[config.mk]
export PLATFORM = sky130hd
export DESIGN_NAME = branch_resolver
export DESIGN_NICKNAME = d
export VERILOG_FILES = /design/src/rtl/branch_resolver.sv
export SDC_FILE = /design/constraint.sdc
export NUM_CORES = 1
export LEC_CHECK = 0
export CAP_MARGIN = 15
export CORE_UTILIZATION = 45
export CTS_CLUSTER_DIAMETER = 150
export CTS_CLUSTER_SIZE = 30
export DETAILED_ROUTE_END_ITERATION = 10
export GPL_TIMING_DRIVEN = 0
export PLACE_DENSITY = 0.8
export SLEW_MARGIN = 20
export SYNTH_ARGS = -nofsm -noshare
export SYNTH_HDL_FRONTEND = slang
export SYNTH_SLANG_ARGS = --single-unit
[constraint.sdc]
create_clock -name clk -period 2.4 [get_ports clk]
set_input_delay 0.24 -clock clk [delete_from_list [all_inputs] [get_ports clk]]
set_output_delay 0.24 -clock clk [all_outputs]
set_load 0.005 [all_outputs]
[src/rtl/branch_resolver.sv]
// Resolves EX-stage branches/jumps from ALU flags and redirects fetch one cycle after acceptance.
// Wrong-path squash: flush stays high FLUSH_CYCLES non-stalled cycles; stall freezes all state.
module branch_resolver #(
  parameter int FLUSH_CYCLES = 2,
  parameter int CNT_W        = 16
) (
  input  logic             clk,
  input  logic             reset,
  input  logic             br_valid,
  input  logic             is_jump,
  input  logic [2:0]       br_funct3,
  input  logic             Z,
  input  logic             N,
  input  logic             C,
  input  logic             V,
  input  logic [31:0]      target,
  input  logic             stall,
  output logic             redirect,
  output logic [31:0]      redirect_pc,
  output logic             flush,
  output logic             busy,
  output logic [CNT_W-1:0] taken_cnt,
  output logic [CNT_W-1:0] notaken_cnt,
  output logic             illegal
);

  typedef enum logic {S_IDLE, S_FLUSH} state_t;

  localparam logic [3:0] FLUSH_LOAD = 4'(FLUSH_CYCLES - 1);

  state_t     r_state;
  state_t     w_state_nxt;
  logic [3:0] r_fcnt;
  logic [3:0] w_fcnt_nxt;

  logic w_cond;
  logic w_f3_illegal;
  logic w_accept;
  logic w_taken;
  logic w_notaken;
  logic w_ill_seen;

  // C is the unsigned borrow of A-B, so LTU is simply C.
  always_comb begin
    w_cond       = 1'b0;
    w_f3_illegal = 1'b0;
    case (br_funct3)
      3'b000:  w_cond = Z;
      3'b001:  w_cond = ~Z;
      3'b100:  w_cond = N ^ V;
      3'b101:  w_cond = ~(N ^ V);
      3'b110:  w_cond = C;
      3'b111:  w_cond = ~C;
      default: w_f3_illegal = 1'b1;
    endcase
  end

  assign w_accept   = (r_state == S_IDLE) & br_valid & ~stall;
  assign w_taken    = w_accept & (is_jump | (w_cond & ~w_f3_illegal));
  assign w_notaken  = w_accept & ~is_jump & ~w_f3_illegal & ~w_cond;
  assign w_ill_seen = w_accept & ~is_jump & w_f3_illegal;

  always_comb begin
    w_state_nxt = r_state;
    w_fcnt_nxt  = r_fcnt;
    case (r_state)
      S_IDLE: begin
        if (w_taken) begin
          w_state_nxt = S_FLUSH;
          w_fcnt_nxt  = FLUSH_LOAD;
        end
      end
      S_FLUSH: begin
        if (!stall) begin
          if (r_fcnt != 4'd0) begin
            w_fcnt_nxt = r_fcnt - 4'd1;
          end else begin
            w_state_nxt = S_IDLE;
          end
        end
      end
      default: begin
        w_state_nxt = S_IDLE;
        w_fcnt_nxt  = 4'd0;
      end
    endcase
  end

  always_ff @(posedge clk or posedge reset) begin
    if (reset) begin
      r_state <= S_IDLE;
      r_fcnt  <= 4'd0;
    end else begin
      r_state <= w_state_nxt;
      r_fcnt  <= w_fcnt_nxt;
    end
  end

  always_ff @(posedge clk or posedge reset) begin
    if (reset) begin
      redirect    <= 1'b0;
      redirect_pc <= 32'd0;
      taken_cnt   <= '0;
      notaken_cnt <= '0;
      illegal     <= 1'b0;
    end else begin
      redirect <= w_taken;
      if (w_taken) begin
        redirect_pc <= target;
      end
      // Counters stick at all-ones rather than wrapping.
      if (w_taken && (taken_cnt != {CNT_W{1'b1}})) begin
        taken_cnt <= taken_cnt + 1'b1;
      end
      if (w_notaken && (notaken_cnt != {CNT_W{1'b1}})) begin
        notaken_cnt <= notaken_cnt + 1'b1;
      end
      if (w_ill_seen) begin
        illegal <= 1'b1;
      end
    end
  end

  assign flush = (r_state == S_FLUSH);
  assign busy  = (r_state == S_FLUSH);

endmodule

==> results.toml <==
[yosys]
syn_area_sq_um = 3240
synth_cell_types = 42
synthArstFlopShare = 1.00
ys_warn_count = 0
synth-seq-cells = 71
synthCells = 265
yosysSeqAreaShare = 0.549
synth_edf_count = 0
synth_nets = 312
syn_avg_cell_area_sq_um = 12.2
ys.flop_type = "dfrtp_1"

[pwr]
ir_drop_v = 0.000603
intPower_w = 0.00312
power_w = 0.00431
power_density_nw_per_um2 = 920
switchingPower_w = 0.00119
sw_frac_of_total = 0.277
clock_power_share = 0.216
seqPwrFrac = 0.429
combPwrFrac = 0.355
power_leakage_nw = 2.01

[timing]
finalClockSkew_ps = 12.0
rsz0062_at_grt = "false"
hold_viol = 0
slew_viol_final = 0
fmax_mhz = 456
fin_crit_sh = 0.914
period_needed_ps = 2190
relSlewSlack = 0.643
worst_slew_pin_slew_ps = 532
setup_violations = 0
whs_ps = 224

[global_route]
use_met1 = 0.253
use_met3 = 0.0581
grt_pass1_vias = 2300
track_usage = 0.193
grt_max_degree = 44
use_met2 = 0.306
overflow = 0
antenna_found_initial = 0
grt_pass1_wl_um = 11100
top_usage_layer = "met2"

[detailed_routing]
drt_iter0_drc = 139
ant_nets = 0
drc_errors = 0
routed_wl_um = 7130
routedWlPerCell_um = 14.6
via_per_inst = 5.05
drtPass1Iterations = 4
vias = 2471

[floorplanning]
die_h_um = 86.8
coreArea_sq_um = 6870
fp-row-count = 30
die_area_sq_um = 7540
start_util = 0.471
die_width_um = 86.8
num_io_pins = 112

[critical_path]
critPathBufInv = 4
critPathMaxStageDelay_ps = 550
worst_ep_arrival_time_ps = 2430
crit_path_cell_trace = "clkdlybuf4s50_1, xnor3_1, nor3b_2, or3_4, nand2_4, inv_2, buf_6, buf_6, mux2_4"
slowest_stage = "clkdlybuf4s50_1"
startpoint_type = "primary input"
cp-end-kind = "flip-flop"
critPathMaxFanout = 10
crit_type = "primary input to flip-flop"
critPathTopFamily = "buffers and inverters"
crit_path_frequent_cell = "buf_6"
critPathRequiredTime_ps = 2630
cp.depth = 9
rr_worst_depth = 7

[clock_network]
cts.path.max_buffers = 2
cts_tree = "built"
cts_resized = 0
clkSinkCount = 71
postCtsSetupBuffers = 0
cts_buffers = 9
clock-root-buffer = "clkbuf_8"
clk_transition_reported_paths_ps = 80
clock_latency_ps = 340
cts.htree.levels = 3
holdBufCountCts = 0

[placed_design]
gp_congestion = 0.822
port_buffers = 111
dp_hpwl_um = 5190

[min_path]
hold_class = "primary input to asynchronous set/reset pin"

[final_layout]
multi_input_comb_area_sq_um = 1350
drive_above_1_share = 0.183
final_cell_mix = "111 x clkdlybuf4s50_1, 71 x dfrtp_1, 33 x mux2_2, 18 x xor2_1, 17 x nand2_1"
areaGrowthSynthToFinish_pct = 44.8
seq_area_sq_um = 1780
layout.nets = 435
n_antenna_cell = 0
nFillCells = 522
final_common_cell = "clkdlybuf4s50_1"

[run]
cap_viol_max_count = 0

[outcome]
status = "complete, no violations"
-- Yosys cell counts (4+ instances only) --
library cell,count,area (sq um)
nand3_1,10,50.1
mux2_2,33,372
xor2_1,18,158
and3_1,4,25.0
nor2_1,10,37.5
xnor2_1,13,114
nor4_1,9,56.3
nand2_1,17,63.8
inv_1,8,30.0
nor3_1,10,50.1
nand4_1,16,100
dfrtp_1,71,1780
-- cell type report --
type                    instances  share of cell area
flip-flops and latches         71               0.379
multi-input cells             175               0.288
repair buffers                112               0.241
clock buffers                  14              0.0390
well taps                      96              0.0256
plain buffers                  10              0.0160
inverters                       9             0.00774
clock inverters                 2             0.00267
-- cells by family (layout without fill, tap and decap cells) --
| kind of cell | count (synthesis) | in the layout | share of synthesized area |
|---|---|---|---|
| buf+inv | 19 | 147 | 0.0336 |
| simple gates | 93 | 93 | 0.163 |
| compound gates | 11 | 11 | 0.0236 |
| xor+xnor | 32 | 32 | 0.0908 |
| fa+ha+maj | 3 | 3 | 0.0116 |
| mux | 36 | 36 | 0.129 |
| flops | 71 | 71 | 0.549 |
-- worst paths after layout --
path / start / end / slack [ps]
min in group clk: taken_cnt[11] / taken_cnt[11] / 500
worst max-delay path: br_funct3[0] / redirect_pc[5] / 210
worst max register to register: taken_cnt[0] / taken_cnt[5] / 270
worst min-delay path: reset / redirect_pc[22] / 220
max in group asynchronous: reset / taken_cnt[0] / 1630
worst min register to register: taken_cnt[11] / taken_cnt[11] / 500
-- power by group through the flow --
stage / combinational [W] / sequential (W) / clock [W]
after floorplan: 0.000602 / 0.00186 / 0
after global placement: 0.00150 / 0.00184 / 0
after detailed placement: 0.00155 / 0.00186 / 0
after CTS: 0.00156 / 0.00185 / 0.000944
after global routing: 0.00166 / 0.00190 / 0.000996
final: 0.00153 / 0.00185 / 0.000931
-- flip-flops by register name, indices dropped and copies added, names as in the netlist --
name and count:
notaken_cnt 16, taken_cnt 16, busy 1, redirect 1, r_fcnt 4, illegal 1, redirect_pc 32
-- stage by stage --
step	setup TNS, ps	cells	instance area [sq um]	utilization	worst slack, ps
global route	0	489	4690	0.682	66.5
finish	0	489	4690	0.682	206
detailed placement	-2650	473	4490	0.654	-163
floorplan	0	265	3240	-	363
CTS	0	489	4690	0.682	199
global placement	-57280	472	4470	0.650	-793
-- metal layers --
metal / vias to the layer above / wire, um
li1: 1191 / -
met5: - / 0
met2: 64 / 3540
met4: 0 / 85
met3: 9 / 412
met1: 1207 / 3100
(Power assumes the default switching activity.)
